File: src/rtl/spi_host_pkg.sv
// spi_host register map shared with the software headers.
// Register indices decode apbs_paddr[3:2]; bit positions are CSR fields.
package spi_host_pkg;

    typedef enum logic [1:0] {
        REG_CSR = 2'd0,
        REG_DIV = 2'd1,
        REG_TX  = 2'd2,
        REG_RX  = 2'd3
    } reg_idx_t;

    localparam int CSR_BUSY   = 0;
    localparam int CSR_CPOL   = 1;
    localparam int CSR_CPHA   = 2;
    localparam int CSR_CSAUTO = 3;
    localparam int CSR_CS     = 4;
    localparam int CSR_IRQ_EN = 8;
    localparam int CSR_DONE   = 9;

endpackage

File: src/rtl/spi_host_regs.sv
// APB register block for spi_host: CSR, DIV, TX strobe and RX.
// Configuration fields are frozen while the engine reports busy.
module spi_host_regs
    import spi_host_pkg::*;
#(
    parameter int W_DIV = 8
) (
    input  logic             clk,
    input  logic             rst_n,
    input  logic             apbs_psel,
    input  logic             apbs_penable,
    input  logic             apbs_pwrite,
    input  logic [15:0]      apbs_paddr,
    input  logic [31:0]      apbs_pwdata,
    output logic [31:0]      apbs_prdata,
    input  logic             busy,
    input  logic             done_set,
    input  logic [7:0]       rx_data,
    output logic             cpol,
    output logic             cpha,
    output logic             csauto,
    output logic             cs,
    output logic             irq_en,
    output logic             done,
    output logic [W_DIV-1:0] div,
    output logic             tx_start,
    output logic [7:0]       tx_data
);

    reg_idx_t   idx;
    logic       wr;
    logic       wr_csr;
    logic       wr_div;
    logic [7:0] rx;
    logic       unused_ok;

    assign idx      = reg_idx_t'(apbs_paddr[3:2]);
    assign wr       = apbs_psel & apbs_penable & apbs_pwrite;
    assign wr_csr   = wr && (idx == REG_CSR);
    assign wr_div   = wr && (idx == REG_DIV);
    assign tx_start = wr && (idx == REG_TX) && !busy;
    assign tx_data  = apbs_pwdata[7:0];
    assign unused_ok = ^{apbs_paddr[15:4], apbs_paddr[1:0], apbs_pwdata[31:10]};

    always_ff @(posedge clk or negedge rst_n) begin
        if (!rst_n) begin
            cpol   <= 1'b0;
            cpha   <= 1'b0;
            csauto <= 1'b1;
            cs     <= 1'b0;
            irq_en <= 1'b0;
            done   <= 1'b0;
            div    <= W_DIV'(1);
            rx     <= '0;
        end else begin
            if (wr_csr && !busy) begin
                cpol   <= apbs_pwdata[CSR_CPOL];
                cpha   <= apbs_pwdata[CSR_CPHA];
                csauto <= apbs_pwdata[CSR_CSAUTO];
                cs     <= apbs_pwdata[CSR_CS];
            end
            if (wr_csr)
                irq_en <= apbs_pwdata[CSR_IRQ_EN];
            // a completing transfer beats a simultaneous clear
            if (done_set)
                done <= 1'b1;
            else if (wr_csr && apbs_pwdata[CSR_DONE])
                done <= 1'b0;
            if (wr_div && !busy)
                div <= apbs_pwdata[W_DIV-1:0];
            if (done_set)
                rx <= rx_data;
        end
    end

    always_comb begin
        apbs_prdata = '0;
        if (apbs_psel) begin
            unique case (idx)
                REG_CSR: begin
                    apbs_prdata[CSR_BUSY]   = busy;
                    apbs_prdata[CSR_CPOL]   = cpol;
                    apbs_prdata[CSR_CPHA]   = cpha;
                    apbs_prdata[CSR_CSAUTO] = csauto;
                    apbs_prdata[CSR_CS]     = cs;
                    apbs_prdata[CSR_IRQ_EN] = irq_en;
                    apbs_prdata[CSR_DONE]   = done;
                end
                REG_DIV: apbs_prdata[W_DIV-1:0] = div;
                REG_TX:  apbs_prdata = '0;
                REG_RX:  apbs_prdata[7:0] = rx;
            endcase
        end
    end

endmodule

File: src/rtl/spi_host.sv
// Single-byte SPI host: transfer FSM, half-period divider and shifter.
// Registers and APB decode live in spi_host_regs.
module spi_host
    import spi_host_pkg::*;
#(
    parameter int W_DIV = 8
) (
    input  logic        clk,
    input  logic        rst_n,
    input  logic        apbs_psel,
    input  logic        apbs_penable,
    input  logic        apbs_pwrite,
    input  logic [15:0] apbs_paddr,
    input  logic [31:0] apbs_pwdata,
    output logic [31:0] apbs_prdata,
    output logic        apbs_pready,
    output logic        apbs_pslverr,
    output logic        spi_cs_n,
    output logic        spi_sck,
    output logic        spi_mosi,
    input  logic        spi_miso,
    output logic        irq
);

    typedef enum logic [1:0] {
        S_IDLE  = 2'd0,
        S_SETUP = 2'd1,
        S_SHIFT = 2'd2,
        S_HOLD  = 2'd3
    } state_t;

    state_t           state;
    logic             cpol, cpha, csauto, cs, irq_en, done;
    logic [W_DIV-1:0] div;
    logic [W_DIV-1:0] h_m1;
    logic [W_DIV-1:0] cnt;
    logic             tx_start;
    logic [7:0]       tx_data;
    logic [7:0]       shreg;
    logic [4:0]       ecnt;
    logic             sck, mosi;
    logic             busy, last, edge_now, done_set;

    spi_host_regs #(.W_DIV(W_DIV)) u_regs (
        .clk          (clk),
        .rst_n        (rst_n),
        .apbs_psel    (apbs_psel),
        .apbs_penable (apbs_penable),
        .apbs_pwrite  (apbs_pwrite),
        .apbs_paddr   (apbs_paddr),
        .apbs_pwdata  (apbs_pwdata),
        .apbs_prdata  (apbs_prdata),
        .busy         (busy),
        .done_set     (done_set),
        .rx_data      (shreg),
        .cpol         (cpol),
        .cpha         (cpha),
        .csauto       (csauto),
        .cs           (cs),
        .irq_en       (irq_en),
        .done         (done),
        .div          (div),
        .tx_start     (tx_start),
        .tx_data      (tx_data)
    );

    assign h_m1     = (div == '0) ? '0 : div - W_DIV'(1);
    assign last     = (cnt == h_m1);
    assign busy     = (state != S_IDLE);
    assign edge_now = last && ((state == S_SETUP) ||
                      ((state == S_SHIFT) && (ecnt != 5'd16)));
    assign done_set = last && (state == S_HOLD);

    always_ff @(posedge clk or negedge rst_n) begin
        if (!rst_n) begin
            state <= S_IDLE;
            cnt   <= '0;
            ecnt  <= '0;
            shreg <= '0;
            sck   <= 1'b0;
            mosi  <= 1'b0;
        end else begin
            unique case (state)
                S_IDLE: begin
                    sck <= cpol;
                    cnt <= '0;
                    if (tx_start) begin
                        state <= S_SETUP;
                        ecnt  <= '0;
                        shreg <= tx_data;
                        if (!cpha)
                            mosi <= tx_data[7];
                    end
                end
                S_SETUP: begin
                    if (last) begin
                        cnt   <= '0;
                        state <= S_SHIFT;
                    end else begin
                        cnt <= cnt + W_DIV'(1);
                    end
                end
                S_SHIFT: begin
                    if (last) begin
                        cnt <= '0;
                        if (ecnt == 5'd16)
                            state <= S_HOLD;
                    end else begin
                        cnt <= cnt + W_DIV'(1);
                    end
                end
                S_HOLD: begin
                    if (last) begin
                        cnt   <= '0;
                        state <= S_IDLE;
                    end else begin
                        cnt <= cnt + W_DIV'(1);
                    end
                end
            endcase
            // even ecnt is a leading edge; sample edge parity follows CPHA
            if (edge_now) begin
                sck  <= ~sck;
                ecnt <= ecnt + 5'd1;
                if (ecnt[0] == cpha)
                    shreg <= {shreg[6:0], spi_miso};
                else if (ecnt != 5'd15)
                    mosi <= shreg[7];
            end
        end
    end

    assign spi_sck      = sck;
    assign spi_mosi     = mosi;
    assign spi_cs_n     = !((busy & csauto) | cs);
    assign irq          = done & irq_en;
    assign apbs_pready  = 1'b1;
    assign apbs_pslverr = 1'b0;

endmodule

File: config.mk
export PLATFORM = sky130hd
export DESIGN_NAME = spi_host
export DESIGN_NICKNAME = d
export VERILOG_FILES = /design/src/rtl/spi_host_pkg.sv /design/src/rtl/spi_host_regs.sv /design/src/rtl/spi_host.sv
export SDC_FILE = /design/constraint.sdc
export NUM_CORES = 1
export LEC_CHECK = 0
export CAP_MARGIN = 20
export CORE_ASPECT_RATIO = 2
export CORE_UTILIZATION = 58
export DETAILED_ROUTE_END_ITERATION = 10
export DONT_BUFFER_PORTS = 1
export PLACE_DENSITY_LB_ADDON = 0.08
export SLEW_MARGIN = 20
export SYNTH_ARGS = -nofsm -noshare
export SYNTH_HDL_FRONTEND = slang
export SYNTH_SLANG_ARGS = --single-unit
File: constraint.sdc
create_clock -name clk -period 3 [get_ports clk]
set_input_delay 0.3 -clock clk [delete_from_list [all_inputs] [get_ports clk]]
set_output_delay 0.3 -clock clk [all_outputs]
set_load 0.02 [all_outputs]
Word-level counts from Yosys, hierarchy flattened:

Cells that the tools add are included.

* output and inout bits: 38
* bits of input ports: 54
* flip-flop bits (word level): 47
* word-level logic and storage cells: 92

* equality and inequality tests: 16
* bitwise operators: 6
* reduce and logical (&&, ||, !) cells: 23
* mux-type cells: 30
* add/subtract/negate cells: 3

Operators by type and width (count)
* 8-bit 2-to-1 mux: 6
* 5-bit case mux with 4 select lines: 1
* 8-bit case mux with 2 select lines: 1
* 5-bit 2-to-1 mux: 3
* 2-bit 2-to-1 mux: 6
* 1-bit logical AND: 10
* 1-bit 2-to-1 mux: 10
* 10-bit 2-to-1 mux: 1
* 8-bit by 1-bit adder with 8-bit output (second input constant): 1
* 2-bit == test (second input constant): 4
* 8-bit == test: 1
* 8-bit zero test: 1
* 2-bit != test (second input constant): 4
* 2-bit case mux with 4 select lines: 1
* 2-bit nonzero test: 4
* 8-bit by 1-bit subtractor with 8-bit output (second input constant): 1
* 3-bit case mux with 2 select lines: 1
* 5-bit by 1-bit adder with 5-bit output (second input constant): 1
* 5-bit == test (second input constant): 1
* 5-bit by 4-bit != test with 1-bit output (second input constant): 1
* 5-bit != test (second input constant): 1
* 5-bit AND reduction: 1
* 1-bit bitwise AND: 4
* 2-bit by 1-bit == test with 1-bit output (second input constant): 2
* 9 further kinds: 11

Logic depth before layout (Yosys ltp):

* word-level depth: 9
* gate-level depth with buffers: 10
* gate-level depth less buffers: 8

Modules after synthesis:

Synthesis repeated with hierarchy kept, for this count alone.

* cell total of the unflattened synthesis: 310
* area total of the unflattened synthesis: 3119.2 um^2

By module, submodules not included
* spi_host: instances 1, area an instance 1810.5 um^2, sequential area each 625.6 um^2, cells each 194
* spi_host_regs: instances 1, area an instance 1308.8 um^2, sequential area each 553.0 um^2, cells each 116

Least setup slack after synthesis:

Ideal clock, no wire load.

* kind: reg2reg
* from: register u_regs.div[2]
* to: register shreg[0]
* data arrival time: 2837 ps
* data required time: 2875 ps
* cell stages (with the launch flop): 9
* path buffers: 2
* setup slack: 38 ps
* clock period less this slack: 2962 ps
* path through: dfrtp_1 -> buf_2 -> or4_1 -> clkbuf_1 -> or4_1 -> o211ai_2 -> o2111ai_2 -> nor4_4 -> mux2_4

* cells in the longest elaborated chain, start to end: 5

RTL lines
* from (decl): line spi_host_regs.sv:25 `output logic [W_DIV-1:0] div,`
* from (signal assigned): line spi_host_regs.sv:70 `div <= apbs_pwdata[W_DIV-1:0];`
* 8-bit by 1-bit subtractor with 8-bit output / 8-bit zero test (equally long branches): line spi_host.sv:67 `assign h_m1 = (div == '0) ? '0 : div - W_DIV'(1);`
* 8-bit 2-to-1 mux *: line spi_host.sv:67
* 8-bit == test *: line spi_host.sv:68 `assign last = (cnt == h_m1);`
* 1-bit logical AND *: line spi_host.sv:70 `assign edge_now = last && ((state == S_SETUP) ||`
* 8-bit 2-to-1 mux *: line spi_host.sv:122 `if (edge_now) begin`
* to (signal assigned): line spi_host.sv:90 `shreg <= tx_data;`
* to (signal assigned): line spi_host.sv:126 `shreg <= {shreg[6:0], spi_miso};`
* to (decl): line spi_host.sv:39 `logic [7:0] shreg;`

Every way passes the cells marked *; elsewhere a longest branch is shown, timed or not.
A chain may end at the register's enable or synchronous reset.

Final worst setup path:

* from: register u_regs.div[1]
* to: register shreg[5]

Same word-level chain as after synthesis.

==> impl_metrics.json <==
{
  "fin_tns_setup_ns": 0,
  "setup_viol": 0,
  "synth_edf_count": 0,
  "finalWorstSetupSlack_ns": 0.06055,
  "drive_gt1_share_pct": 25.22,
  "rows": 37,
  "start_kind": "register",
  "antenna_cells": 0,
  "cp-end-kind": "register",
  "die_x_um": 54.26,
  "slew_viol_final": 0,
  "syn_to_final_growth_pct": 10.74,
  "cts_buffer_depth": 2,
  "clockRootBuffer": "clkbuf_8",
  "required_ns": 3.19,
  "clk_latency_ns": 0.30,
  "clk_pin_slew_ns": 0.09,
  "cts_tree": "built",
  "die-area_mm2": 0.005780,
  "dr.pass1.iters": 4,
  "gp_congestion": 0.8012,
  "ys_seq_area_share_pct": 37.20,
  "cts.sinks": 47,
  "synth-seq-cells": 47,
  "drt-vias-per-instance": 5.834,
  "hp-class": "in2reg",
  "die_y_um": 106.5,
  "tightestPinTransition_ns": 0.7749,
  "synth_cell_types": 53,
  "r2r_cells": 9,
  "portBuffers": 0,
  "async_flop_share_pct": 100.0,
  "grt_max_degree": 48,
  "syn_inst": 328,
  "synth_largest_area_cell": "dfrtp_1",
  "track_usage_pct": 28.33,
  "pre_cts_ws_ns": 0.07832,
  "numCtsBuffers": 5,
  "worst_ep_arrival_time_ns": 3.13,
  "yosys_warnings": 0,
  "timing.hold.ws_ns": 0.1041,
  "grt_pass1_wl_mm": 11.50,
  "drc": 0,
  "first_global_vias": 2372,
  "leakage_nw": 1.612,
  "cts-htree-levels": 2,
  "ant_nets": 0,
  "nNetsFinal": 409,
  "maxCapViolations": 0,
  "core_mm2": 0.005185,
  "path_class": "reg2reg",
  "drt_wl_total_mm": 7.450,
  "ys_top_cells_by_area": "dfrtp_1 (36%), mux2_2 (8.5%), buf_4 (5.7%)",
  "skew_ns": 0.006806,
  "antenna_found_initial": 0,
  "fin_crit_ns": 2.939,
  "syn_area_mm2": 0.003168,
  "gr-total-overflow": 0,
  "num_vias": 2351,
  "vdd_drop_max_v": 0.0005838,
  "fmax_ghz": 0.3402,
  "outcome": "complete, no violations",
  "synthFlopType": "dfrtp_1",
  "start_util_pct": 61.10,
  "powerDensity_mw_per_mm2": 655.1,
  "io_pins": 92,
  "hpwlAfterDp_mm": 5.470,
  "wl_per_cell_um": 18.49,
  "final-hold-violation-count": 0,
  "maxSlewHeadroom_pct": 48.15,
  "synth_top_area_share_pct": 35.55,
  "synth_area_per_cell_um2": 9.659,
  "path_max_fanout": 8,
  "hold_depth": 2,
  "first_iter_violations": 64,
  "fin_crit_sh_pct": 97.98
}
final timing paths:
path / slack, ns / start / endpoint
worst max-delay path: 0.06 / u_regs.div[1] / shreg[5]
worst min-delay path: 0.10 / apbs_pwdata[0] / u_regs.div[0]
worst max register to register: 0.06 / u_regs.div[1] / shreg[5]
worst min register to register: 0.50 / u_regs.done / u_regs.done
max in group asynchronous: 2.22 / rst_n / u_regs.csauto
min in group asynchronous: 0.51 / rst_n / u_regs.div[4]
critical path, stage by stage, from the launching register on:
cell and delay [ns]:
dfrtp_1 0.40, buf_4 0.15, or4_4 0.49, or4_4 0.50, o211ai_2 0.10, o2111ai_2 0.19
buf_4 0.19, nor4_4 0.32, buf_12 0.18, mux2_4 0.30
final cells by class:
cell class,count,area [um2]
inverter,15,56.30
fill,441,1677
clock buffer,8,100.1
multi-input combinational,248,1826
tap,58,72.57
timing repair buffer,27,275.3
sequential,47,1179
registers in the layout, summed over array words and instances, names as in the netlist:
name	flops
cnt	8
ecnt	5
shreg	8
spi_mosi	1
spi_sck	1
state	2
u_regs.cpha	1
u_regs.cpol	1
u_regs.cs	1
u_regs.csauto	1
u_regs.div	8
u_regs.done	1
u_regs.irq_en	1
u_regs.rx	8
repair_timing:
action / in CTS / in global routing
hold buffers: 2 / 0
buffers inserted: 0 / 3
hold endpoints to repair: 47 / 0
setup endpoints to repair: 0 / 21
gates resized for setup: 0 / 15
stage by stage:
stage	instance area [um2]	cells	total power, mW	utilization (%)
floorplan	3251	350	1.586	-
global placement	3262	389	1.774	62.91
detailed placement	3262	389	1.808	62.91
CTS	3400	399	2.255	65.56
global route	3508	403	2.452	67.66
finish	3508	403	2.298	67.66
cell families (layout without fill, tap and decap cells):
group,Yosys count,in the layout,synth area share (%)
xor gates and xnor gates,11,11,3.475
adders and majority gates,11,11,4.344
and+or+nand+nor,120,120,20.73
AOI/OAI and AO/OA,42,42,9.676
muxes,40,40,14.85
buffers and inverters,55,50,9.478
DFF,47,47,37.20
other,2,24,0.2371
layout by cell type (no fill, tap or decap), types with 4 or more instances in the layout:
cell type  Yosys  final
nor2b_1        9      9
nand2b_1       5      5
ha_1          11      9
mux2_4         8      8
nor4_1         4      4
dfrtp_1       45     45
nand2_1       41     41
buf_4         24     20
clkbuf_8       0      7
inv_1         15     13
conb_1         2     24
xor2_1         6      6
a22oi_1        5      5
o21ai_0        9      9
o211ai_1       5      5
mux2_2        24     24
mux2i_1        8      8
o31ai_1        4      4
nand3_1        8      8
xnor2_1        4      4
and3_1         5      5
nor3_1        11     11
nor2_1        11     11
a211oi_1       4      4
routing by layer:
| metal | track usage [%] | vias up | share of wire (%) |
|---|---|---|---|
| met4 | 11.54 | 0 | 1.8 |
| met2 | 50.61 | 49 | 57 |
| li1 | - | 1134 | - |
| met3 | 5.150 | 11 | 3.9 |
| met5 | 0 | - | 0 |
| met1 | 30.50 | 1157 | 37 |
Yosys cell counts (all sizes together), types with 4 or more instances:
library cell  number
mux2              32
nor4               5
inv               15
xnor2              4
mux2i              8
nand2b             5
a211oi             4
dfrtp             45
o211ai             6
a22oi              5
ha                11
and3               5
o31ai              4
o21ai              9
xor2               6
nand2             41
buf               30
nor2b              9
clkbuf            10
nor2              11
nor3              13
nand3              8
report_power, final:
part / leakage [nW] / internal (mW) / switching (mW) / total, mW
sequential: 0.615 / 0.751 / 0.143 / 0.894
combinational: 0.946 / 0.437 / 0.547 / 0.984
clock: 0.0515 / 0.211 / 0.210 / 0.420
No activity file was read; power rests on OpenSTA's default activity.
